$ cat src/rtl/button_pkg.sv
// Shared definitions for the button front-end: debouncer FSM state encoding
// and default timing constants (also imported by button_counter).
package button_pkg;

    typedef enum logic [1:0] {
        IDLE,
        PRESS_WAIT,
        PRESSED,
        RELEASE_WAIT
    } btn_state_e;

    localparam int unsigned DEF_DEBOUNCE_CYCLES = 4;
    localparam int unsigned DEF_LONG_CYCLES     = 16;
    localparam int unsigned DEF_CNT_W           = 16;

endpackage

$ cat src/rtl/sync_2ff.sv
// Two-flop synchroniser for asynchronous inputs, async active-low reset.
module sync_2ff #(
    parameter int unsigned W = 1
) (
    input  logic         clk,
    input  logic         rst_n,
    input  logic [W-1:0] d,
    output logic [W-1:0] q
);

    logic [W-1:0] s1_q;
    logic [W-1:0] s2_q;

    always_ff @(posedge clk or negedge rst_n) begin
        if (!rst_n) begin
            s1_q <= '0;
            s2_q <= '0;
        end else begin
            s1_q <= d;
            s2_q <= s1_q;
        end
    end

    assign q = s2_q;

endmodule

$ cat src/rtl/button_debouncer.sv
// Synchronises and debounces a raw button, producing a clean level plus
// press/release pulses; optional long-press pulse under BTN_LONG_PRESS_EN.
module button_debouncer
    import button_pkg::*;
#(
    parameter int unsigned DEBOUNCE_CYCLES = DEF_DEBOUNCE_CYCLES,
    parameter int unsigned LONG_CYCLES     = DEF_LONG_CYCLES,
    parameter int unsigned CNT_W           = DEF_CNT_W
) (
    input  logic clk,
    input  logic rst,
    input  logic btn_raw,
    output logic btn_level,
    output logic press_pulse,
    output logic release_pulse,
    output logic long_pulse
);

    if (DEBOUNCE_CYCLES < 1 || LONG_CYCLES < 1) begin : g_bad_param
        $error("button_debouncer: DEBOUNCE_CYCLES and LONG_CYCLES must be >= 1");
    end

    // The sample that leaves a stable state is the first stable cycle, so the
    // wait states accept once DEBOUNCE_CYCLES-2 further increments are seen.
    localparam logic [CNT_W-1:0] DB_LAST = CNT_W'(DEBOUNCE_CYCLES - 2);
    localparam bit               DB_ONE  = (DEBOUNCE_CYCLES == 1);

    logic             s2;
    btn_state_e       state_q, state_d;
    logic [CNT_W-1:0] cnt_q, cnt_d, cnt_inc;
    logic             level_q, level_d;
    logic             press_q, press_d;
    logic             release_q, release_d;

    sync_2ff #(.W(1)) u_sync (
        .clk   (clk),
        .rst_n (rst),
        .d     (btn_raw),
        .q     (s2)
    );

    always_comb begin
        cnt_inc   = (cnt_q == '1) ? cnt_q : cnt_q + 1'b1;
        state_d   = state_q;
        cnt_d     = cnt_q;
        level_d   = level_q;
        press_d   = 1'b0;
        release_d = 1'b0;
        unique case (state_q)
            IDLE: begin
                if (s2) begin
                    cnt_d = '0;
                    if (DB_ONE) begin
                        state_d = PRESSED;
                        level_d = 1'b1;
                        press_d = 1'b1;
                    end else begin
                        state_d = PRESS_WAIT;
                    end
                end
            end
            PRESS_WAIT: begin
                if (!s2) begin
                    state_d = IDLE;
                    cnt_d   = '0;
                end else if (cnt_q == DB_LAST) begin
                    state_d = PRESSED;
                    level_d = 1'b1;
                    press_d = 1'b1;
                    cnt_d   = '0;
                end else begin
                    cnt_d = cnt_inc;
                end
            end
            PRESSED: begin
                if (!s2) begin
                    cnt_d = '0;
                    if (DB_ONE) begin
                        state_d   = IDLE;
                        level_d   = 1'b0;
                        release_d = 1'b1;
                    end else begin
                        state_d = RELEASE_WAIT;
                    end
                end
            end
            RELEASE_WAIT: begin
                if (s2) begin
                    state_d = PRESSED;
                    cnt_d   = '0;
                end else if (cnt_q == DB_LAST) begin
                    state_d   = IDLE;
                    level_d   = 1'b0;
                    release_d = 1'b1;
                    cnt_d     = '0;
                end else begin
                    cnt_d = cnt_inc;
                end
            end
        endcase
    end

    always_ff @(posedge clk or negedge rst) begin
        if (!rst) begin
            state_q   <= IDLE;
            cnt_q     <= '0;
            level_q   <= 1'b0;
            press_q   <= 1'b0;
            release_q <= 1'b0;
        end else begin
            state_q   <= state_d;
            cnt_q     <= cnt_d;
            level_q   <= level_d;
            press_q   <= press_d;
            release_q <= release_d;
        end
    end

    assign btn_level     = level_q;
    assign press_pulse   = press_q;
    assign release_pulse = release_q;

`ifdef BTN_LONG_PRESS_EN
    localparam logic [CNT_W-1:0] LONG_LAST = CNT_W'(LONG_CYCLES - 1);

    logic [CNT_W-1:0] hold_q, hold_d;
    logic             long_done_q, long_done_d;
    logic             long_q, long_d;
    logic             stay_pressed;

    // Hold count only advances while PRESSED persists; any (re)entry restarts it.
    always_comb begin
        stay_pressed = (state_q == PRESSED) && (state_d == PRESSED);
        hold_d       = '0;
        long_d       = 1'b0;
        long_done_d  = press_d ? 1'b0 : long_done_q;
        if (stay_pressed) begin
            hold_d = (hold_q == '1) ? hold_q : hold_q + 1'b1;
            if (!long_done_q && hold_q == LONG_LAST) begin
                long_d      = 1'b1;
                long_done_d = 1'b1;
            end
        end
    end

    always_ff @(posedge clk or negedge rst) begin
        if (!rst) begin
            hold_q      <= '0;
            long_done_q <= 1'b0;
            long_q      <= 1'b0;
        end else begin
            hold_q      <= hold_d;
            long_done_q <= long_done_d;
            long_q      <= long_d;
        end
    end

    assign long_pulse = long_q;
`else
    assign long_pulse = 1'b0;
`endif

endmodule
$ cat config.mk
export PLATFORM = sky130hd
export DESIGN_NAME = button_debouncer
export DESIGN_NICKNAME = d
export VERILOG_FILES = /design/src/rtl/button_pkg.sv /design/src/rtl/sync_2ff.sv /design/src/rtl/button_debouncer.sv
export SDC_FILE = /design/constraint.sdc
export NUM_CORES = 1
export LEC_CHECK = 0
export CORE_ASPECT_RATIO = 0.7
export CORE_MARGIN = 1
export CORE_UTILIZATION = 25
export CTS_BUF_LIST = sky130_fd_sc_hd__clkbuf_16
export DETAILED_ROUTE_END_ITERATION = 12
export GPL_TIMING_DRIVEN = 0
export HOLD_SLACK_MARGIN = 0.06
export PLACE_DENSITY = 0.44
export SYNTH_ARGS = -nofsm -noshare
export SYNTH_HDL_FRONTEND = slang
export SYNTH_SLANG_ARGS = --single-unit
$ cat constraint.sdc
create_clock -name clk -period 3.9 [get_ports clk]
set_input_delay 0.585 -clock clk [delete_from_list [all_inputs] [get_ports clk]]
set_output_delay 0.585 -clock clk [all_outputs]
set_load 0.02 [all_outputs]
==> implementation parameters <==
Parameter                              Value

Synth
  Count of flip-flops with a built-in enable after synthesis    0
  Number of synthesized register bits    23
  Async set-reset flop share out of synthesis    1.00
  Cell types occupying the most area after synthesis    sky130_fd_sc_hd__dfrtp_1, sky130_fd_sc_hd__a21oi_1, sky130_fd_sc_hd__a31oi_1
  Summed instance area of the synthesized netlist    around 0.0013 mm²
  Fraction of post-synthesis cell area in the top cell type by area    0.439
  Post-synth net total    145
  Area leader, netlist    sky130_fd_sc_hd__dfrtp_1
  Sequential-to-total area share from yosys stat    0.439
  Mapped Avg Cell Area    slightly above 9 µm²
  Post-synthesis instance total    140
  Predominant post-synthesis flop cell    sky130_fd_sc_hd__dfrtp_1
  Leading cell type by number of instances after synthesis    sky130_fd_sc_hd__dfrtp_1
  Post-synth top cells    sky130_fd_sc_hd__dfrtp_1, sky130_fd_sc_hd__nand2_1, sky130_fd_sc_hd__a21oi_1
  Warning count from the yosys run    0
  Yosys cell types    46

Routing
  Iteration-0 DRC count of the detailed router    119
  Total via count after detailed routing    approximately 1.1k
  Number of routed nets with antenna violations    0
  Pre-antenna DRT Iters    4
  Final routed wirelength across all metal layers    between 3 and 4 mm
  Via-per-instance ratio    5.14
  Average wire per cell in the routed design    15.2 µm
  Residual DRC count    0

Die
  Area of the die    0.00554 mm²
  # IOs    7
  Die outline height    62.6 µm
  Die span in x    88.5 µm
  Core region area    0.00491 mm²
  Total number of placement rows    21
  Initial Utilization    0.267

Hold path
  Startpoint of the tightest hold check path    u_sync.s1_q
  Worst hold path cell count    0
  Worst hold path type    reg2reg
  Hold endpoint    u_sync.q

STA
  Unrepaired setup endpoints after global routing    no
  Period minus WS final    2.02 ns
  Maximum clock frequency    494 MHz
  Final clock skew    between 0.007 and 0.008 ns
  Portion of the clock cycle consumed by the worst path in the final layout    0.519
  Slew at the pin closest to its max-slew limit    1.03 ns
  Number of endpoints failing setup at the final stage    0
  Max transition margin    0.310
  Final sum of negative setup slack    0 ns
  Final critical-path setup slack    1.88 ns
  Number of pins exceeding their max-slew limit in the final report    0
  Final Hold Viols    0

Clock network
  Total number of H-tree levels    1
  Number of buffers created by CTS    3
  Clock slew at the register clock pins of the worst setup and hold paths    about 0.060 ns
  Longest Clk Path Bufs    2
  Clock net sink count    23
  Clock tree from TritonCTS    done
  Cts repair resizes    0
  Number of buffers added for setup after CTS    0
  Clock Latency Late Sink    approximately 0.26 ns
  Total of hold buffers inserted after clock tree synthesis    0
  Clk root buf    sky130_fd_sc_hd__clkbuf_16

Global routing
  GRT Util Overall    0.130
  Via count of the first global-routing pass    1071
  Maximum number of pins on one net before global-route repair    24
  Global-route wire length before repair    between 5 and 6 mm
  Antenna violations before repair    0
  Remaining Overflow, GRT    0

Critical path
  Endpoint of the worst register-to-register path    cnt_q[3]
  Reg-to-reg critical path startpoint    cnt_q[0]
  Worst setup EP type    register
  R2R Setup Slk    approximately 1.9 ns
  Depth of the most critical reg-to-reg path    7
  Largest fanout on the critical path    8
  Required time at the worst-slack endpoint    approximately 4 ns
  Arrival @ worst endpoint    approximately 2.2 ns
  Launching element type of the critical path    register
  Setup Crit Path Kind    reg2reg

Run
  Max-capacitance violation count    0

Finish
  Area growth from synthesis to layout    16.5%
  Ant diodes    0
  Share of final-layout standard cells stronger than drive strength 1    0.134
  Fin nets    155

Placement
  Number of buffers inserted by port buffering    5
  Weighted congestion reported at the end of routability-driven placement    0.800
  DP Wirelength    2.43 mm
  Place WS    around 1.9 ns

Outcome
  Result of the run    finished, final reports clean

Pwr
  Leakage    0.613 nW
  Power density relative to cell area    533 mW/mm²
  Largest vdd supply drop    just over 0.0003 V
[how the worst max path moves through the flow]
stage	from	to	slack (ns)
final	cnt_q[0]	cnt_q[3]	1.88
after global routing	cnt_q[1]	cnt_q[3]	1.67
after CTS	cnt_q[0]	cnt_q[3]	1.89
after detailed placement	cnt_q[0]	cnt_q[3]	1.90
after global placement	cnt_q[9]	cnt_q[15]	1.95
after floorplan	cnt_q[0]	register	2.11
[worst max-delay path: stages (launching register included)]
cell and delay [ns]:
sky130_fd_sc_hd__dfrtp_1 0.44, sky130_fd_sc_hd__ha_1 0.30, sky130_fd_sc_hd__and4_1 0.22, sky130_fd_sc_hd__clkbuf_1 0.29, sky130_fd_sc_hd__nand4_2 0.28, sky130_fd_sc_hd__nand4_1 0.20
sky130_fd_sc_hd__a21oi_1 0.08, sky130_fd_sc_hd__o22ai_1 0.14
[routing by layer]
| layer | up-vias | global-route usage | part of all wire |
|---|---|---|---|
| met2 | 18 | 0.171 | 0.41 |
| met3 | 2 | 0.0317 | 0.038 |
| met5 | - | 0 | 0 |
| met1 | 553 | 0.213 | 0.55 |
| met4 | 0 | 0.0181 | 0.0054 |
| li1 | 548 | - | - |
[area by class of cell]
type | count | area [µm²]
Clock inverter | 1 | 5.00
Buffer | 8 | 48.8
Multi-Input combinational cell | 104 | 667
Sequential cell | 23 | 576
Fill cell | 527 | 3390
Tap cell | 69 | 86.3
Timing Repair Buffer | 5 | 50.0
Inverter | 5 | 18.8
Clock buffer | 3 | 75.1
[placed cells by master (no fill, tap or decap), types with 2 or more instances in the layout]
cell type / netlist / final
sky130_fd_sc_hd__nor3_1: 2 / 2
sky130_fd_sc_hd__o22ai_1: 2 / 2
sky130_fd_sc_hd__buf_4: 2 / 2
sky130_fd_sc_hd__nand4_1: 6 / 6
sky130_fd_sc_hd__ha_1: 2 / 2
sky130_fd_sc_hd__nor3b_1: 2 / 2
sky130_fd_sc_hd__and2_1: 2 / 2
sky130_fd_sc_hd__dfrtp_1: 23 / 23
sky130_fd_sc_hd__a21oi_1: 10 / 10
sky130_fd_sc_hd__nor2_1: 6 / 6
sky130_fd_sc_hd__buf_2: 3 / 3
sky130_fd_sc_hd__a41oi_1: 2 / 2
sky130_fd_sc_hd__nor4_1: 2 / 2
sky130_fd_sc_hd__inv_1: 5 / 5
sky130_fd_sc_hd__nand2_1: 13 / 13
sky130_fd_sc_hd__and3_1: 4 / 4
sky130_fd_sc_hd__o21ai_0: 7 / 7
sky130_fd_sc_hd__clkbuf_16: 0 / 3
sky130_fd_sc_hd__a31oi_1: 8 / 8
sky130_fd_sc_hd__a221o_1: 3 / 3
sky130_fd_sc_hd__and4_1: 3 / 3
sky130_fd_sc_hd__nand3_1: 6 / 6
sky130_fd_sc_hd__clkbuf_1: 2 / 2
sky130_fd_sc_hd__or2_1: 2 / 2
sky130_fd_sc_hd__clkdlybuf4s50_1: 0 / 5
[registers in the layout, indices dropped and copies added (netlist names), named ones only]
register	flops
u_sync.s1_q	1
state_q	1
press_pulse	1
u_sync.q	1
cnt_q	16
btn_level	1
release_pulse	1
[report_power, final]
part	leakage, nW	switching, mW	internal, mW
clock	0.0409	0.0856	0.138
sequential	0.311	0.0347	0.264
combinational	0.262	0.182	0.110
[cell families after synthesis]
family                     count (synthesis)  synth area share
and+or+nand+nor                           58             0.263
AOI/OAI and AO/OA                         40             0.199
DFF                                       23             0.439
buffers and inverters                     13            0.0516
adders and majority gates                  2            0.0191
muxes                                      2            0.0191
other                                      1           0.00286
xor gates and xnor gates                   1           0.00669
[stage by stage]
stage / util / hold slack (ns) / power [mW] / cells / area (µm²)
after global placement: 0.294 / 0.334 / 0.587 / 214 / 1450
after global routing: 0.311 / 0.372 / 0.874 / 218 / 1530
after detailed placement: 0.294 / 0.339 / 0.593 / 214 / 1450
after floorplan: - / 0.289 / 0.507 / 140 / 1310
final: 0.311 / 0.354 / 0.814 / 218 / 1530
after CTS: 0.311 / 0.354 / 0.822 / 218 / 1530
Power figures use the tool's default switching activity.
